File: config.mk
export PLATFORM = sky130hd
export DESIGN_NAME = fetch_sequencer
export DESIGN_NICKNAME = d
export VERILOG_FILES = /design/src/rtl/fetch_sequencer.sv
export SDC_FILE = /design/constraint.sdc
export NUM_CORES = 1
export LEC_CHECK = 0
export ABC_AREA = 1
export CORE_MARGIN = 2
export CORE_UTILIZATION = 41
export DETAILED_ROUTE_END_ITERATION = 10
export PLACE_DENSITY_LB_ADDON = 0.12
export SYNTH_ARGS = -nofsm -noshare
export SYNTH_HDL_FRONTEND = slang
export SYNTH_SLANG_ARGS = --single-unit
File: constraint.sdc
create_clock -name clk -period 1.7 [get_ports clk]
set_clock_uncertainty 0.15 [all_clocks]
set_input_delay 0.17 -clock clk [delete_from_list [all_inputs] [get_ports clk]]
set_output_delay 0.17 -clock clk [all_outputs]
set_load 0.02 [all_outputs]
File: src/rtl/fetch_sequencer.sv
// Fetch-stage control: merges branch redirects, hazard stalls and a single-level
// interrupt (drain -> redirect -> ISR) into fetch's flush/flush_pc/stall inputs.
module fetch_sequencer #(
  parameter int unsigned            ADDR_WIDTH = 10,
  parameter logic [ADDR_WIDTH-1:0]  ISR_VECTOR = ADDR_WIDTH'(1000)
) (
  input  logic                  clk,
  input  logic                  rst,
  input  logic [ADDR_WIDTH-1:0] pc_in,
  input  logic                  branch_taken,
  input  logic [ADDR_WIDTH-1:0] branch_target,
  input  logic                  hazard_stall,
  input  logic                  pipe_busy,
  input  logic                  irq,
  input  logic                  irq_enable,
  input  logic                  reti,
  output logic                  flush,
  output logic [ADDR_WIDTH-1:0] flush_pc,
  output logic                  stall,
  output logic                  irq_ack,
  output logic                  in_isr,
  output logic [ADDR_WIDTH-1:0] saved_pc,
  output logic [7:0]            drain_cycles
);

  typedef enum logic [1:0] {
    NORMAL = 2'd0,
    IRQ_S1 = 2'd1,
    IRQ_S2 = 2'd2,
    ISR    = 2'd3
  } state_e;

  state_e                state_q, state_d;
  logic [ADDR_WIDTH-1:0] saved_pc_q, saved_pc_d;
  logic [7:0]            cnt_q, cnt_d;
  logic [7:0]            drain_q, drain_d;
  logic                  ack_q, ack_d;
  logic [7:0]            cnt_inc;

  assign cnt_inc = (cnt_q == 8'hFF) ? cnt_q : cnt_q + 8'd1;

  always_comb begin
    state_d    = state_q;
    saved_pc_d = saved_pc_q;
    cnt_d      = cnt_q;
    drain_d    = drain_q;
    ack_d      = 1'b0;
    flush      = 1'b0;
    flush_pc   = '0;
    stall      = 1'b0;

    case (state_q)
      NORMAL: begin
        if (branch_taken) begin
          flush    = 1'b1;
          flush_pc = branch_target;
        end else if (irq && irq_enable) begin
          stall      = 1'b1;
          saved_pc_d = pc_in;
          cnt_d      = '0;
          state_d    = IRQ_S1;
        end else begin
          stall = hazard_stall;
        end
      end
      IRQ_S1: begin
        // A branch resolving while draining becomes the new return address.
        stall = 1'b1;
        cnt_d = cnt_inc;
        if (branch_taken) begin
          flush      = 1'b1;
          flush_pc   = branch_target;
          saved_pc_d = branch_target;
        end else if (!pipe_busy) begin
          drain_d = cnt_inc;
          state_d = IRQ_S2;
        end
      end
      IRQ_S2: begin
        flush    = 1'b1;
        flush_pc = ISR_VECTOR;
        ack_d    = 1'b1;
        state_d  = ISR;
      end
      ISR: begin
        if (reti) begin
          flush    = 1'b1;
          flush_pc = saved_pc_q;
          state_d  = NORMAL;
        end else if (branch_taken) begin
          flush    = 1'b1;
          flush_pc = branch_target;
        end else begin
          stall = hazard_stall;
        end
      end
      default: state_d = NORMAL;
    endcase

    if (rst) begin
      flush    = 1'b0;
      flush_pc = '0;
      stall    = 1'b0;
    end
  end

  always_ff @(posedge clk) begin
    if (rst) begin
      state_q    <= NORMAL;
      saved_pc_q <= '0;
      cnt_q      <= '0;
      drain_q    <= '0;
      ack_q      <= 1'b0;
    end else begin
      state_q    <= state_d;
      saved_pc_q <= saved_pc_d;
      cnt_q      <= cnt_d;
      drain_q    <= drain_d;
      ack_q      <= ack_d;
    end
  end

  assign in_isr       = !rst && (state_q == ISR);
  assign irq_ack      = ack_q;
  assign saved_pc     = saved_pc_q;
  assign drain_cycles = drain_q;

endmodule

==> metrics <==
status=complete, but fails checks; violated checks=negative setup slack; antenna violations before repair=0; CTS Buf Count=5; register area share after synthesis=33.1%; register share of total power=19.4%; Max stage delay on crit path=0.37 ns; commonest non-fill, non-tap cell in the layout=nand2_1; Worst EP arrival=1.59 ns; slowest CP cell=dfxtp_4; Max-slew headroom=78.2%; internal power=2.82 mW; Worst Setup Start Kind=flip-flop; Multi-input gate area=1260 µm²; final number of hold-violating endpoints=0; critical-path maximum fanout=4; drt wl/cell=14.9 µm; global-route wire length before repair=9630 µm; Initial Util=43.2%; most frequent cells in the layout=nand2_1, clkdlybuf4s50_1, buf_4; minimum clock period=1.91 ns; Post-Syn Nets=308; Worst Path Required=1.38 ns; dpl hpwl=3720 µm; # nets final=410; Synth area leader=dfxtp_1; path type of the worst min-delay path=reg -> reg; Clk pin slew, worst setup/hold paths=0.07 ns; H-tree depth=2; Die ar.=4810 µm²; Tightest Pin Transition=0.326 ns; Yosys Warn Count=0; Max-cap violations=0; Net Switching=2.37 mW; Mapped Cells=273; met1 WL=2690 µm; vias in the first global route=2077; DRT Wirelength=6340 µm; Die Ht=69.4 µm; core box area=4060 µm²; DR DRC count=0; Cell Count, Final, Fillers Out=426; Total Power=5.20 mW; highest layer used for signal routing=met4; CTS Buffer Depth=2; CP Class=reg -> out; final hold slack=0.342 ns; crit path capture type=primary output; Post-CTS Hold Fix Bufs=0; Final setup violation count=22; Placed Cells=404; clock sink total=29; Yosys cell types=28; Yosys reg bits=29; worst-skew pair later-pin latency=0.30 ns; Ports=60; total gr overflow=0; PwrDens=1680 nW/µm²; fillers=300; share of post-route cells with drive strength above 1=34.3%; Root Driver=clkbuf_8; row count=23; FF/Latch Area=589 µm²; Mapped Area=1750 µm²; met2 routed WL=3070 µm; CTS tree=done; GPL Wtd Cong=0.889; Met3 Wirelength=456 µm; Synth top area share=33.1%; final worst setup slack=-0.213 ns; crit path cell chain=inv_4 -> ha_4 -> inv_2 -> nand2_2 -> buf_6 -> a22oi_2 -> nor3_2 -> buf_4; Via-to-Cell Ratio=5.19; area grow syn2layout=76.6%; clock power share=11.3%; antenna-violating nets left=0; worst ir drop on vdd=0.00103 V; width of the chip=69.4 µm; Syn Area/Cell=6.42 µm²; Sw Ratio=45.7%; gr usage total=24.8%; crit share post-route=113%; Comb power frac=69.3%; n_diodes=0; Synth area leaders=dfxtp_1, nand2_1, inv_1, a21oi_1, o21ai_0; first drt pass iteration count=4; DR vias=2210; Slew Limit Fails=0; fmax=523 MHz; leakage=1.36 nW; I/O Buffers=59; drt initial violations=206; largest net degree at the start of global routing=18; RSZ-0062 raised after global routing=true
worst max-delay path: cells and delay by family (launching register included):
family	cells	cell delay, ns
flip-flops	1	0.37
AO/OA/AOI/OAI	1	0.05
adder cells (fa/ha/maj)	1	0.18
buffers and inverters	4	0.41
AND/OR/NAND/NOR	2	0.28
Yosys cell counts (all sizes together):
cell type  number
a221oi          6
and2            1
a22oi           2
buf             6
o21ai          25
a21oi          24
o21bai          1
clkbuf          4
nor2           28
dfxtp          29
nor3            3
nand3          17
nand2          82
o211ai          1
inv            36
a21o            1
ha              7
routing by layer:
layer,up-vias,track usage [%]
met2,82,40.0
met3,12,6.83
li1,1084,-
met5,-,0
met1,1032,31.8
met4,0,8.50
power groups by stage:
stage                     sequential [mW]  combinational [mW]  clock [mW]
after floorplan                      1.14                1.14           0
after global placement              0.971                2.37           0
final                                1.01                3.60       0.586
after detailed placement            0.980                2.38           0
after CTS                            1.01                2.83       0.583
after global routing                 1.03                3.80       0.622
sequential cells by signal (all words and copies together) (netlist names):
register / count
drain_cycles: 8
cnt_q: 8
saved_pc: 10
state_q: 2
irq_ack: 1
worst paths after layout:
path	startpoint	end	slack, ns	depth (start not counted)
setup reg to reg	state_q[1]	saved_pc[3]	-0.08	9
setup / recovery	state_q[0]	flush_pc[2]	-0.21	8
hold / removal	saved_pc[6]	saved_pc[6]	0.34	2
hold reg to reg	saved_pc[6]	saved_pc[6]	0.34	2
per-stage QoR:
stage                     cell area [µm²]  utilization, %  setup TNS [ns]  setup slack (ns)
after global placement               2630            64.8           -7.64            -0.554
after global routing                 3100            76.3           -3.71            -0.285
after floorplan                      1760               -         -0.0658           -0.0110
final                                3100            76.3           -2.66            -0.213
after detailed placement             2630            64.8           -8.09            -0.561
after CTS                            2880            71.0           -1.69            -0.158
final cells by class:
class | instances | share of cell area (%)
Multi-Input combinational cell | 200 | 40.8
Timing Repair Buffer | 103 | 30.8
Sequential cell | 29 | 19.0
Inverter | 36 | 4.61
Clock buffer | 5 | 2.22
Tap cell | 50 | 2.02
Clock inverter | 3 | 0.566
repair_timing:
item,CTS,global route
gates resized for setup,118,41
gates cloned,2,0
pin swaps,11,18
setup buffers,4,9
endpoints found under the setup margin,25,40
kinds of logic after synthesis:
| logic type | after synthesis | synth area share (%) |
|---|---|---|
| and+or+nand+nor | 131 | 30.9 |
| DFF | 29 | 33.1 |
| AOI/OAI and AO/OA | 60 | 20.2 |
| adders and majority gates | 7 | 5.00 |
| buffers and inverters | 46 | 10.8 |
(Power assumes the default switching activity.)
==> edit 1, RTL diff (same flow settings) <==
Add an input register stage for `branch_target`, `irq` and `irq_enable`, without a reset; this delays them by one clock. The other inputs are not delayed to match.
--- a/src/rtl/fetch_sequencer.sv
+++ b/src/rtl/fetch_sequencer.sv
@@ -30,6 +30,16 @@
     ISR    = 2'd3
   } state_e;
 
+  logic [ADDR_WIDTH-1:0] branch_target_q;
+  logic irq_q;
+  logic irq_enable_q;
+
+  always_ff @(posedge clk) begin
+    branch_target_q <= branch_target;
+    irq_q           <= irq;
+    irq_enable_q    <= irq_enable;
+  end
+
   state_e                state_q, state_d;
   logic [ADDR_WIDTH-1:0] saved_pc_q, saved_pc_d;
   logic [7:0]            cnt_q, cnt_d;
@@ -53,8 +63,8 @@
       NORMAL: begin
         if (branch_taken) begin
           flush    = 1'b1;
-          flush_pc = branch_target;
-        end else if (irq && irq_enable) begin
+          flush_pc = branch_target_q;
+        end else if (irq_q && irq_enable_q) begin
           stall      = 1'b1;
           saved_pc_d = pc_in;
           cnt_d      = '0;
@@ -69,8 +79,8 @@
         cnt_d = cnt_inc;
         if (branch_taken) begin
           flush      = 1'b1;
-          flush_pc   = branch_target;
-          saved_pc_d = branch_target;
+          flush_pc   = branch_target_q;
+          saved_pc_d = branch_target_q;
         end else if (!pipe_busy) begin
           drain_d = cnt_inc;
           state_d = IRQ_S2;
@@ -89,7 +99,7 @@
           state_d  = NORMAL;
         end else if (branch_taken) begin
           flush    = 1'b1;
-          flush_pc = branch_target;
+          flush_pc = branch_target_q;
         end else begin
           stall = hazard_stall;
         end
Check against the original RTL: not equivalent (a bounded check fails within 4 cycles, from zero or initial values and one cycle with rst high).
==> edit 1 against the original RTL <==
The run still ends with setup timing left; area after synthesis up 15%; setup slack better by 15 ps; global-route usage down 1.5 points; non-clock buffer count down 8; routed wire length down 4.0%; sequential cell count up 12; total power up 3.6%; design area up 5.3%.
==> edit 1: results (changes against the original RTL) <==
[drt]
wl_per_cell_um=13.4  ; -9.7%
antenna_left=0  ; unchanged
wl_um=6090  ; -4.0%
num_vias=2236  ; +1.2%
drt_iter0_drc=70  ; -66%

[setup_path]
reg2reg_to=cnt_q[6]
crit_path_end=stall
rr_worst_depth=10  ; +1

[final_layout]
drive_gt1_share_pct=28.2  ; -6.1 points
fill_cells=409  ; +36%
nNetsFinal=420  ; +2.4%

[timing]
setup_viol=37  ; +68%
slew_headroom_pct=73.8  ; -4.3 points
worst_slack_ps=-198  ; +15.1 ps
setup_tns_ps=-3960  ; -1300 ps
hold-worst-slack_ps=154  ; -188 ps

[placed_design]
place.gp.congestion=0.860  ; -3.3%
dpl.hpwl_um=4010  ; +7.6%
pre_cts_ws_ps=-505  ; +56.7 ps
place_inst=436  ; +7.9%
place_area_mm2=0.00287  ; +9.3%

[worst_hold_path]
min_to=irq_enable_q
hp-start=irq_enable
hold_path_class=input pin to flop
hold_depth=1  ; -1

[yosys]
ys_types=24  ; -14%
syn-mean-instance-area_um2=6.77  ; +5.4%
yosysSeqAreaShare_pct=40.8  ; +7.7 points
synth_fp_nets=332  ; +7.8%
synth_area_leaders=dfxtp_1, nand2_1, nor2_1, a21oi_1, inv_1

[power_and_ir_drop]
switchingPower_mw=2.30  ; -3.0%
pg_seq_mw=1.38  ; +37%
p_leak_nw=1.41  ; +3.5%
comb_power_share_pct=61.2  ; -8.1 points
seqPwrFrac_pct=25.6  ; +6.2 points

[global_routing]
grt_pass1_vias=2132  ; +2.6%
grt_pass1_wl_um=9820  ; +2.0%
grt_use_total_pct=23.3  ; -1.5 points
grt_max_degree=17  ; -1

[status]
status=finished, violations left
violations=setup timing

edit 1: cell count changes after synthesis, moves of 3 or more:
cell | unedited run | this run
nor2_1 | 26 | 40
inv_1 | 33 | 24
a21oi_1 | 23 | 26
a221oi_1 | 6 | 0
dfxtp_1 | 29 | 41
o21ai_1 | 2 | 9
nand3_1 | 16 | 12
a211oi_1 | 0 | 6
buf_2 | 4 | 10
nand4_1 | 0 | 10
nor3_1 | 3 | 8
nand2_1 | 79 | 82
o21ai_0 | 21 | 8
edit 1: logic make-up after synthesis:
| logic type | Yosys count | synth area share [%] |
|---|---|---|
| buffers and inverters | 39 | 7.96 |
| DFF | 41 | 40.8 |
| AOI/OAI and AO/OA | 52 | 14.1 |
| adders and majority gates | 7 | 4.36 |
| and+or+nand+nor | 158 | 32.7 |
edit 1: metal layers:
layer  wire, um  part of all wire, %  global-route usage [%]
met1       2450                   40                    27.6
met2       3180                   52                    41.4
met5          0                    0                       0
met3        414                  6.8                    6.64
met4         41                 0.67                    6.06
edit 1: critical path: stages, from the launching register on:
cell	delay, ps
dfxtp_4	370
inv_2	80
buf_4	130
ha_2	180
inv_2	50
a21oi_2	120
o21ai_1	70
nand2_1	60
nand2_1	40
inv_1	60
buf_6	110
edit 1: cell type report:
cell class / instances / area [um2] / area share [%]
multi-input combinational: 217 / 1230 / 37.8
clock inverter: 1 / 5.00 / 0.154
inverter: 25 / 104 / 3.19
clock buffer: 7 / 96.3 / 2.96
timing repair buffer: 95 / 910 / 27.9
tap: 67 / 83.8 / 2.57
sequential: 41 / 828 / 25.4
edit 1: what timing repair did:
item / CTS / global route
setup endpoints to repair: 41 / 41
resized for setup: 113 / 36
hold endpoints to repair: 0 / 0
pin swaps: 9 / 8
gates cloned: 1 / 0
setup buffers: 5 / 4
hold buffers: 0 / 0
==> edit 2, RTL diff (same settings) <==
Without the edit above. Set the parameter `ADDR_WIDTH` to 9 (it was 10).
--- a/src/rtl/fetch_sequencer.sv
+++ b/src/rtl/fetch_sequencer.sv
@@ -1,7 +1,7 @@
 // Fetch-stage control: merges branch redirects, hazard stalls and a single-level
 // interrupt (drain -> redirect -> ISR) into fetch's flush/flush_pc/stall inputs.
 module fetch_sequencer #(
-  parameter int unsigned            ADDR_WIDTH = 10,
+  parameter int unsigned            ADDR_WIDTH = 9,
   parameter logic [ADDR_WIDTH-1:0]  ISR_VECTOR = ADDR_WIDTH'(1000)
 ) (
   input  logic                  clk,
Ports: changed (resized branch_target, flush_pc, pc_in and saved_pc); port bits go from 60 to 56. The function was not compared with the original's and may differ.
==> edit 2 against the original RTL <==
The flow still finishes with violations (setup timing); setup slack gained 59 ps; global-route usage shrank 0.16 points; area after synthesis shrank 3.5%; synthesized cell count shrank 4.8%; design area grew 0.12%; die area shrank 3.3%; sequential cell count shrank 1; routed wire length shrank 1.9%; total power shrank 4.5%; largest power group unchanged.
==> edit 2: results (changes against the original RTL) <==
[status]
status=finished, violations left
violations=setup timing

[setup_path]
worstPathArrival_ps=1530  ; -60 ps
crit_slowest_cell=dfxtp_4
cp_max_fo=4  ; unchanged
critPathMaxStageDelay_ps=400  ; +30 ps
crit_family=flip-flops

[drt]
drt_iter0_drc=119  ; -42%
drt_pass1_iterations=4  ; unchanged
wl_per_cell_um=15.1  ; +1.7%
num_vias=2121  ; -4.0%
vias_per_cell=5.16  ; -0.52%

[final_layout]
drive_gt1_share_pct=38.2  ; +3.9 points
largest_reg_flops=9  ; -1
fill_cells=303  ; +1.0%
insertedDiodeCount=0  ; unchanged

[clock_tree]
cts_root_buf=clkbuf_8
cts_made_buffers=3  ; -2
cts_buffer_depth=2  ; unchanged
clock_latency_ps=280  ; -20 ps
path_clk_slew_ps=100  ; +30 ps
cts_max_level=1  ; -1

[global_routing]
grt_pass1_vias=1873  ; -9.8%
grt_use_total_pct=24.6  ; -0.16 points
grt_max_degree=17  ; -1
grt_pass1_wl_um=8580  ; -11%
antenna_found_initial=0  ; unchanged

[yosys]
synthArstFlopShare_pct=0  ; unchanged
synth_area_leaders=dfxtp_1, nand2_1, a21oi_1, inv_1, nor2_1
syn-mean-instance-area_um2=6.51  ; +1.3%
ys_types=28  ; unchanged
synth_fp_nets=293  ; -4.9%
yosysWarnings=0  ; unchanged
yosysSeqAreaShare_pct=33.1  ; about the same
yosys.area.top_type=dfxtp_1
synthTopCellsByCount=nand2_1, inv_1, dfxtp_1, nor2_1, a21oi_1

[placed_design]
pre_cts_ws_ps=-528  ; +33.1 ps
portBuffers=55  ; -6.8%
place.gp.congestion=0.858  ; -3.5%
place_inst=396  ; -2.0%
dpl.hpwl_um=3800  ; +2.1%

[timing]
setup_viol=35  ; +59%
worst_slew_pin_slew_ps=411  ; +84.9 ps
worst_slack_ps=-154  ; +59.3 ps

[power_and_ir_drop]
p_leak_nw=1.35  ; -0.25%
ir_drop_mv=1.24  ; +20%

[worst_hold_path]
hold_path_class=flop to flop

[edit 2: cell count changes in the layout (fill, tap and decap cells not counted), sizes merged, moves of 2 or more]
cell / before / now
clkdlybuf4s50: 46 / 41
dlymetal6s2s: 0 / 2
inv: 36 / 32
nand2: 84 / 81
o21ai: 25 / 22
[edit 2: layout make-up]
| cell class | count | area (um2) | share of cell area, % |
|---|---|---|---|
| inverter | 32 | 138 | 4.44 |
| clock buffer | 3 | 41.3 | 1.33 |
| multi-input combinational | 194 | 1280 | 41.4 |
| timing repair inverter | 1 | 6.26 | 0.202 |
| sequential | 28 | 568 | 18.3 |
| timing repair buffer | 102 | 971 | 31.3 |
| tap | 50 | 62.6 | 2.02 |
| clock inverter | 1 | 30.0 | 0.969 |
[edit 2: routing by layer]
metal,up-vias,GRT usage (%),share of wire [%]
met5,-,0,0
met3,12,3.95,5.2
met2,76,44.5,50
li1,1050,-,-
met4,0,5.50,2.0
met1,983,30.4,42
[edit 2: final timing paths]
path / startpoint / endpoint / slack, ps / cells past startpoint
min: saved_pc[4] / saved_pc[4] / 350 / 2
max: state_q[0] / flush_pc[2] / -150 / 8
max reg2reg: state_q[1] / state_q[0] / -70 / 9
min reg2reg: saved_pc[4] / saved_pc[4] / 350 / 2
[edit 2: tightest hold or removal path, cell delays in order (launching register included)]
cell     delay (ps)
dfxtp_1         350
nand2_1          70
a21oi_1          50
[edit 2: cell families (layout without fill, tap and decap cells)]
group | after synthesis | count (layout) | synth area share (%)
flops | 28 | 28 | 33.1
compound gates | 56 | 56 | 19.7
simple gates | 130 | 131 | 32.1
buf+inv | 39 | 139 | 9.84
fa+ha+maj | 7 | 7 | 5.18
[edit 2: through the flow]
stage	util (%)	area [um2]	TNS, ps	hold WS [ps]	total power, mW
after floorplan	-	1700	-40.5	157	2.18
after global placement	64.6	2570	-7660	317	3.20
final	78.0	3100	-2270	351	4.96
after CTS	72.0	2860	-2150	347	4.26
after global routing	78.0	3100	-4100	367	5.22
after detailed placement	64.6	2570	-8980	318	3.23
[edit 2: timing repair]
| item | CTS | global route |
|---|---|---|
| setup endpoints to repair | 39 | 41 |
| buffers inserted | 6 | 5 |
| gates cloned | 1 | 2 |
| pin swaps | 16 | 20 |
| resized for setup | 128 | 44 |
[edit 2: where the power goes]
group / internal, mW / switching [mW]
registers: 0.834 / 0.130
clock network: 0.316 / 0.218
logic: 1.65 / 1.82
